===== src/rtl/encoder_serializer.sv =====
// Serialises a multi-hot vector into the binary indices of its set bits,
// lowest bit first, one index per output handshake.
module encoder_serializer #(
  parameter int unsigned WIDTH = 16,
  parameter int unsigned IDX_W = $clog2(WIDTH)
) (
  input  logic             clk,
  input  logic             rst_n,
  input  logic             in_valid,
  output logic             in_ready,
  input  logic [WIDTH-1:0] in_vec,
  output logic             out_valid,
  input  logic             out_ready,
  output logic [IDX_W-1:0] out_idx,
  output logic             out_last,
  output logic             out_none
);

  typedef enum logic [0:0] {StIdle, StEmit} state_e;

  state_e           state_q, state_d;
  logic [WIDTH-1:0] pending_q, pending_d;
  logic             zero_q, zero_d;

  logic [IDX_W-1:0] low_idx;
  logic             single_bit;
  logic             emit;

  // Scan high to low so the lowest set bit wins the final assignment.
  always_comb begin
    low_idx = '0;
    for (int i = WIDTH - 1; i >= 0; i--) begin
      if (pending_q[i]) low_idx = IDX_W'(i);
    end
  end

  // Exactly one bit set: non-zero and clearing the lowest bit leaves nothing.
  assign single_bit = (pending_q != '0) &&
                      ((pending_q & (pending_q - WIDTH'(1))) == '0);

  assign emit = (state_q == StEmit);

  always_comb begin
    in_ready  = (state_q == StIdle);
    out_valid = emit;
    out_idx   = emit ? low_idx : '0;
    out_none  = emit & zero_q;
    out_last  = emit & (zero_q | single_bit);
  end

  always_comb begin
    state_d   = state_q;
    pending_d = pending_q;
    zero_d    = zero_q;
    unique case (state_q)
      StIdle: begin
        if (in_valid) begin
          pending_d = in_vec;
          zero_d    = (in_vec == '0);
          state_d   = StEmit;
        end
      end
      StEmit: begin
        if (out_ready) begin
          pending_d = pending_q & ~(WIDTH'(1) << low_idx);
          if (out_last) begin
            state_d = StIdle;
            zero_d  = 1'b0;
          end
        end
      end
      default: state_d = StIdle;
    endcase
  end

  always_ff @(posedge clk or negedge rst_n) begin
    if (!rst_n) begin
      state_q   <= StIdle;
      pending_q <= '0;
      zero_q    <= 1'b0;
    end else begin
      state_q   <= state_d;
      pending_q <= pending_d;
      zero_q    <= zero_d;
    end
  end

endmodule


===== config.mk =====
export PLATFORM = sky130hd
export DESIGN_NAME = encoder_serializer
export DESIGN_NICKNAME = d
export VERILOG_FILES = /design/src/rtl/encoder_serializer.sv
export SDC_FILE = /design/constraint.sdc
export NUM_CORES = 1
export LEC_CHECK = 0
export BUFFER_PORTS_ARGS = -buffer_cell sky130_fd_sc_hd__buf_2
export CORE_ASPECT_RATIO = 1.5
export CORE_MARGIN = 4
export CORE_UTILIZATION = 50
export DETAILED_ROUTE_END_ITERATION = 6
export GPL_TIMING_DRIVEN = 0
export HOLD_SLACK_MARGIN = 0.1
export PLACE_DENSITY = 0.74
export REMOVE_ABC_BUFFERS = 1
export SETUP_SLACK_MARGIN = 0.15
export SLEW_MARGIN = 10
export SYNTH_ARGS = -nofsm -noshare
export SYNTH_HDL_FRONTEND = slang
export SYNTH_SLANG_ARGS = --single-unit

===== constraint.sdc =====
create_clock -name clk -period 2.85 [get_ports clk]
set_clock_uncertainty 0.1 [all_clocks]
set_input_delay 0.1425 -clock clk [delete_from_list [all_inputs] [get_ports clk]]
set_output_delay 0.1425 -clock clk [all_outputs]
set_load 0.02 [all_outputs]

Word level (Yosys, flattened, before mapping)

Cells that the tools add are included.

Bitwise operators: 7
Eq/ne operators: 3
Add/subtract/negate cells: 1
Shifts and indexed selects: 1
Reduce and logical (&&, ||, !) cells: 6
Mux-type cells: 28

Operators by type and width:

| operator                | number |
|---|---|
| $mux W4                 | 17 |
| $and A16 B16 Y16        | 2 |
| $logic_not A16 Y1       | 2 |
| $mux W16                | 2 |
| $pmux W16 S2            | 1 |
| $not A16 Y16            | 1 |
| $reduce_bool A16 Y1     | 1 |
| $shl A1 B4 Y16 const A  | 1 |
| $sub A16 B1 Y16 const B | 1 |
| $mux W1                 | 6 |
| $ne A2 B2 Y1 const B    | 3 |
| $pmux W1 S2             | 2 |
| $reduce_and A3 Y1       | 1 |
| $and A1 B1 Y1           | 2 |
| $reduce_and A2 Y1       | 1 |
| $logic_and A1 B1 Y1     | 1 |
| $not A1 Y1              | 1 |
| $or A1 B1 Y1            | 1 |

Flip-flop bits (word level): 18
Bits of input ports: 20

Depth between registers and ports, before layout

Gate-level depths: netlist of the first run.

Word-level depth: 21
Gate-level depth with buffers: 7
Depth with buffers taken out: 6

Least setup slack after synthesis of the first run

Ideal clock, no wire load.

Kind: reg-to-reg
Start: reg pending_q[3]
End: reg state_q, in the netlist out_valid
Buffers on the path: 1
Library setup time: 0.131 ns
Data arrival time: 1.994 ns
Required time: 2.619 ns
Stages on the path, launching flop included: 8
Setup slack: 0.626 ns
Cell sequence: dfrtp_1 buf_6 or4_4 nor4_4 mux2i_1 nand4_1 o22ai_2 a21oi_2

Longest elaborated chain between the ends: 9
Elaborated cells between the ends (all ways): 10
Those cells by class: 1 x add/sub; 3 x mux; 3 x bitwise; 3 x reduce/logical

Ends and longest elaborated chain:

| item                     | line | text |
|---|---|---|
| start: declaration       | 22   | `logic [WIDTH-1:0] pending_q, pending_d;` |
| start signal: assignment | 83   | `pending_q <= pending_d;` |
| $sub A16 B1 Y16          | 39   | `((pending_q & (pending_q - WIDTH'(1))) == '0);` |
| $and A16 B16 Y16         | 39   |  |
| $logic_not A16 Y1        | 39   |  |
| $logic_and A1 B1 Y1 *    | 38   | `assign single_bit = (pending_q != '0) &&` |
| $or A1 B1 Y1 *           | 48   | `out_last = emit & (zero_q \| single_bit);` |
| $and A1 B1 Y1 *          | 48   |  |
| via out_last             | 15   | `output logic out_last,` |
| $mux W1 *                | 66   | `if (out_last) begin` |
| $mux W1 *                | 64   | `if (out_ready) begin` |
| $pmux W1 S2 *            | 55   | `unique case (state_q)` |
| via state_d              | 21   | `state_e state_q, state_d;` |
| end signal: assignment   | 78   | `state_q <= StIdle;` |
| end signal: assignment   | 82   | `state_q <= state_d;` |
| end: declaration         | 21   |  |

The timed path passes the listed nets; every way through them passes the cells marked *.
A chain may end at the register's enable or synchronous reset.

Worst setup path in the final report of the first run

Start: reg pending_q[2]
End: out out_last

Longest elaborated chain between the ends: 6
Elaborated cells between the ends (all ways): 7
Those cells by class: 1 x add/sub; 3 x bitwise; 3 x reduce/logical

Ends and longest elaborated chain:

| item                  | line |
|---|---|
| $sub A16 B1 Y16       | 39 |
| $and A16 B16 Y16      | 39 |
| $logic_not A16 Y1     | 39 |
| $logic_and A1 B1 Y1 * | 38 |
| $or A1 B1 Y1 *        | 48 |
| $and A1 B1 Y1 *       | 48 |
| end: declaration      | 15 |

Mark *: on every way between the ends. The rest lies on a longest branch, timed or not.

==> results of run 1 <==
[layout make-up]
cell class                      count  area (µm²)  share of cell area
Clock buffer                        4        55.1              0.0318
Tap cell                           37        46.3              0.0268
Multi-Input combinational cell    126         833               0.482
Inverter                            5        18.8              0.0108
Sequential cell                    18         452               0.261
Timing Repair Buffer               46         325               0.188
[worst reg2reg max path: cells and delay by family, from the launching register on]
family / cells / cell delay (ns)
DFF: 1 / 0.65
and+or+nand+nor: 2 / 0.66
AOI/OAI and AO/OA: 2 / 0.56
buffers and inverters: 1 / 0.55
[synth_stat cells, types with 2 or more instances]
cell type | n | share of area
a21oi_1 | 7 | 0.026
a21oi_2 | 2 | 0.013
a221o_1 | 3 | 0.022
a22o_1 | 3 | 0.019
a22oi_1 | 11 | 0.060
a31oi_1 | 2 | 0.0092
and2_1 | 2 | 0.0092
buf_2 | 6 | 0.022
clkbuf_1 | 8 | 0.022
dfrtp_1 | 18 | 0.33
inv_1 | 5 | 0.014
nand2_1 | 21 | 0.058
nand2b_1 | 3 | 0.014
nand4_1 | 3 | 0.014
nor2_1 | 14 | 0.038
nor3_1 | 6 | 0.022
nor4_1 | 5 | 0.023
nor4_2 | 2 | 0.018
o21ai_0 | 5 | 0.018
o21bai_1 | 2 | 0.011
o311ai_0 | 7 | 0.045
o31a_1 | 2 | 0.013
o31ai_1 | 3 | 0.016
o41ai_1 | 3 | 0.019
or4_1 | 2 | 0.011
or4_4 | 2 | 0.016
[cell families after synthesis]
kind of cell / count (synthesis) / share of synthesized area
and+or+nand+nor: 65 / 0.257
AOI/OAI and AO/OA: 60 / 0.336
buffers and inverters: 21 / 0.0696
DFF: 18 / 0.330
muxes: 1 / 0.00733
[repair_timing]
action	4_1_cts	5_1_grt
endpoints found under the setup margin	15	2
hold buffers	19	0
resized for setup	1	2
hold endpoints to repair	35	0
[registers in the layout, summed over array words and instances, names as in the netlist]
name and flops:
pending_q 16, out_valid 1, zero_q 1
[through the flow]
stage	hold WS (ns)	cell area (µm²)	total power, W
final	0.118	1730	0.00113
after global routing	0.149	1730	0.00119
after CTS	0.118	1720	0.00111
after detailed placement	-0.0000727	1470	0.000870
after global placement	-0.00404	1470	0.000865
after floorplan	-0.253	1290	0.000702
[final timing paths]
check                        startpoint            end
max in group asynchronous         rst_n   pending_q[3]
setup / recovery           pending_q[2]       out_last
hold reg to reg            pending_q[0]   pending_q[0]
hold / removal               in_vec[10]  pending_q[10]
min in group asynchronous         rst_n  pending_q[14]
setup reg to reg              out_valid         zero_q
[placed cells by master (no fill, tap or decap), types with 3 or more instances in the layout]
cell type	count
buf_2	27
nand2_1	21
dlygate4sd3_1	19
dfrtp_1	17
nor2_1	14
a22oi_1	11
o311ai_0	7
a21oi_1	6
nor3_1	6
inv_1	5
o21ai_0	5
nor4_1	4
clkbuf_8	4
nor4_2	3
a21oi_2	3
o31ai_1	3
nand2b_1	3
a221o_1	3
o41ai_1	3
nand4_1	3
a22o_1	3
[report_power, final]
| group | internal, W | switching, W |
|---|---|---|
| sequential | 0.000293 | 0.0000883 |
| clock | 0.000123 | 0.0000921 |
| combinational | 0.000197 | 0.000335 |
| total | 0.000613 | 0.000516 |
[per-layer routing]
layer | vias up | track usage
met3 | 18 | 0.0287
met4 | 0 | 0.171
li1 | 706 | -
met5 | - | 0
met1 | 706 | 0.289
met2 | 79 | 0.424
==> results.tsv, run 1 <==
metric	value	unit
GRT Total Usage	0.250	
final core occ	0.654	
Final WS setup	0.184	ns
via count	1509	
grt total ovfl	0	
cell count after synthesis	165	
CTS Buf Count	3	
CP Class	flop to output port	
Worst R2R Setup Slack	0.28	ns
WP data arrival	2.42	ns
max-slew violation count	0	
Power Density	652	nW/µm²
MaxCap Viol Count	0	
Netlist cell types	44	
syn_area_per_cell	8.28	µm²
Final setup viols	0	
row cnt	23	
Detailed Routing Iterations Pass 1	4	
Slew Limit Headroom	0.466	
P&R area growth vs syn	26.6	%
post-synthesis register bit count	18	
GP Congestion	0.933	
critical path endpoint category	output port	
post-route insts no fill	236	
worst vdd ir	0.537	mV
Static Leak	0.677	nW
drt wl/cell	18.0	µm
Setup crit start kind	flop	
Antenna Cells	0	
Metal-1 WL	1.64	mm
largest net degree at the start of global routing	23	
met3 wire len	255	µm
crit share post-route	0.935	
FILL cells	227	
DR vias/cell	6.39	
pre-CTS WS	-0.273	ns
initial core utilization	0.516	
Clock Latency Late Sink	0.26	ns
Placed Cells	213	
Post-synth EDFFs	0	
min Tclk post-route	2.67	ns
clock root buffer	clkbuf_8	
CP Max Fanout	8	
sequential share of the synthesized area	0.330	
Met2 Wirelength	2.13	mm
DP Wirelength	2.87	mm
layout cells sized above 1	0.231	
DR top layer	met4	
family with the most delay on the worst path	simple AND/OR/NAND/NOR gates	
vias in the first global route	1515	
Worst Path Required	2.61	ns
Fin. Hold Viols	0	
die area	3650	µm²
clk buf depth	2	
I/O pins	28	
Clock Pin Slew Worst Setup and Hold Paths	0.08	ns
reg2reg path depth	5	
fmax	375	MHz
drt total wl	4.24	mm
Crit path depth	6	
worst hold path depth	3	
post-layout net count	220	
Crit path buffers/inverters	1	
Post-synth top flop	dfrtp_1	
Worst-Margin Slew	0.797	ns
global-route wire length before repair	7.07	mm
remaining antenna violation count	0	
die height	72.0	µm
Setup Fix Bufs, Post-CTS	0	
total core area	2650	µm²
crit path cell chain	or4_4 -> nor4_4 -> mux2i_1 -> nand4_1 -> o22ai_2 -> buf_2	
H-tree depth	1	
ys async rst share	1.00	
Largest stage delay, worst path	0.60	ns
synth warn	0	
RSZ-0062 raised after global routing	true	
crit path max-delay cell type	or4_4	
Post-Syn Area	1370	µm²
DR DRC count	0	
die width	50.7	µm
PortBufs	27	
initial antenna violation count	0	
Iter 0 DRT Violations	90	
TritonCTS clock tree	yes	
min-delay worst type	input pin to flop	
setup_tns	0	ns
status	complete, no violations	
TritonCTS sink count	18	
No activity file was read; power rests on OpenSTA's default activity.
==> inputs of run 2 (changes only) <==
--- a/config.mk
+++ b/config.mk
@@ -6,7 +6,7 @@
 export NUM_CORES = 1
 export LEC_CHECK = 0
 export BUFFER_PORTS_ARGS = -buffer_cell sky130_fd_sc_hd__buf_2
-export CORE_ASPECT_RATIO = 1.5
+export CORE_ASPECT_RATIO = 1.1
 export CORE_MARGIN = 4
 export CORE_UTILIZATION = 50
 export DETAILED_ROUTE_END_ITERATION = 6
==> run 2 against run 1 <==
  * Hold slack improved by 0.067 ns
  * Critical path depth did not move
  * Core utilization rose by 4.1 points
  * Total power rose by 0.81%
  * Highest routed layer unchanged
  * Fmax rose by 3.4%
  * Non-clock buffer count rose by 7
==> results.tsv, run 2 (synthesis gave the netlist of run 1 again) <==
metric	value	unit	change
TritonCTS sink count	18		unchanged
die area	3630	µm²	-0.44%
Detailed Routing Iterations Pass 1	4		unchanged
total core area	2570	µm²	-3.0%
most frequent cells in the layout	buf_2, nand2_1, dlygate4sd3_1		
critical path endpoint category	output port		
CP Class	flop to output port		
crit share post-route	0.904		-0.0308
Worst-Margin Slew	0.813	ns	+0.0164 ns
RSZ-0062 raised after global routing	false		
PortBufs	27		unchanged
grt total ovfl	0		unchanged
DP Wirelength	2.90	mm	+1.1%
Power Density	638	nW/µm²	-2.2%
Clock Latency Late Sink	0.31	ns	+0.05 ns
initial core utilization	0.532		+0.0161
via count	1528		+1.3%
Worst Path Required	2.61	ns	about the same
die width	57.8	µm	+14%
post-route insts no fill	237		+0.42%
GP Congestion	0.937		+0.47%
Static Leak	0.706	nW	+4.2%
setup_tns	0	ns	unchanged
pre-CTS WS	-0.300	ns	-0.0276 ns
largest net degree at the start of global routing	23		unchanged
Antenna Cells	0		unchanged
global-route wire length before repair	7.03	mm	-0.58%
Largest stage delay, worst path	0.60	ns	about the same
post-layout net count	227		+3.2%
Fin. Hold Viols	0		unchanged
DR DRC count	0		unchanged
fmax	388	MHz	+3.4%
drt wl/cell	19.0	µm	+5.7%
crit path max-delay cell type	or4_4		
GRT Total Usage	0.247		-0.00262
vias in the first global route	1433		-5.4%
Setup crit start kind	flop		
H-tree depth	1		unchanged
layout cells sized above 1	0.277		+0.0455
Iter 0 DRT Violations	119		+32%
most common cell after layout, fill and taps aside	buf_2		
Top reg by flops	pending_q		
DR vias/cell	6.45		+0.83%
clock root buffer	clkbuf_4		
min-delay worst type	input pin to async pin		
min Tclk post-route	2.58	ns	-0.0879 ns
I/O pins	28		unchanged
Slew Limit Headroom	0.458		-0.00851
row cnt	19		-17%
remaining antenna violation count	0		unchanged
placed cell area	1460	µm²	-0.51%
crit path cell chain	or4_4 -> nor4_4 -> mux2i_1 -> nand4_1 -> o22ai_2 -> buf_4		
Final setup viols	0		unchanged
CP Max Fanout	8		unchanged
WP data arrival	2.34	ns	-0.08 ns
Final WS setup	0.272	ns	+0.0879 ns
clk buf depth	2		unchanged
max-slew violation count	0		unchanged
initial antenna violation count	0		unchanged
worst vdd ir	0.658	mV	+22%
drt total wl	4.50	mm	+6.1%
MaxCap Viol Count	0		unchanged
fin area	1780	µm²	+3.0%
status	complete, no violations		
Clock Pin Slew Worst Setup and Hold Paths	0.12	ns	+0.04 ns
die height	62.8	µm	-13%
Final Total Pwr	0.00114	W	+0.81%
TritonCTS clock tree	yes		
CTS Buf Count	3		unchanged
P&R area growth vs syn	30.5	%	
max FFs per register	16		unchanged
Placed Cells	207		-2.8%
## run 2: per-layer routing
metal,wire (µm),vias to the layer above,track usage
met5,0,-,0
met4,158,0,0.113
met3,377,19,0.0351
met2,2120,82,0.381
met1,1840,710,0.335
li1,-,717,-
## run 2: critical path, delay by kind of cell, from the launching register on
family,cells,cell delay (ns)
AO/OA/AOI/OAI,1,0.14
buffers and inverters,1,0.17
flip-flops,1,0.49
multiplexers,1,0.21
AND/OR/NAND/NOR,3,1.02
## run 2: final cells by class
class,count,area (µm²)
fillers,231,785
well taps,31,38.8
multi-input cells,126,848
inverters,5,18.8
repair buffers,53,383
flip-flops and latches,18,458
clock buffers,4,36.3
## run 2: path summary, 6_finish.rpt
path	startpoint	endpoint	cells past startpoint	slack [ns]
worst max-delay path	pending_q[2]	out_last	6	0.27
worst min-delay path	rst_n	pending_q[15]	2	0.19
worst max register to register	out_valid	zero_q	5	0.32
worst min register to register	pending_q[8]	pending_q[8]	2	0.54
max in group asynchronous	rst_n	pending_q[8]	2	2.12
min in group clk	out_ready	out_valid	3	0.49
## run 2: per-stage QoR
step / hold slack, ns / util
4_1_cts: 0.207 / 0.663
5_1_grt: 0.214 / 0.694
3_3_place_gp: -0.00334 / 0.570
2_1_floorplan: -0.253 / -
3_5_place_dp: 0.00607 / 0.570
6_report: 0.185 / 0.694
## run 2: what timing repair did
| action | 4_1_cts | 5_1_grt |
|---|---|---|
| hold endpoints to repair | 36 | 0 |
| gates resized for setup | 1 | 11 |
| endpoints found under the setup margin | 15 | 2 |
| setup buffers | 0 | 6 |
| pin swaps | 0 | 1 |
| hold buffers | 20 | 0 |
## run 2: power breakdown
| part | switching (W) | internal [W] | total, W | leakage [nW] |
|---|---|---|---|---|
| Sequential | 0.0000909 | 0.000295 | 0.000386 | 0.183 |
| Clock | 0.0000944 | 0.0000781 | 0.000172 | 0.0210 |
| Combinational | 0.000347 | 0.000233 | 0.000579 | 0.502 |
| Total | 0.000532 | 0.000606 | 0.00114 | 0.706 |
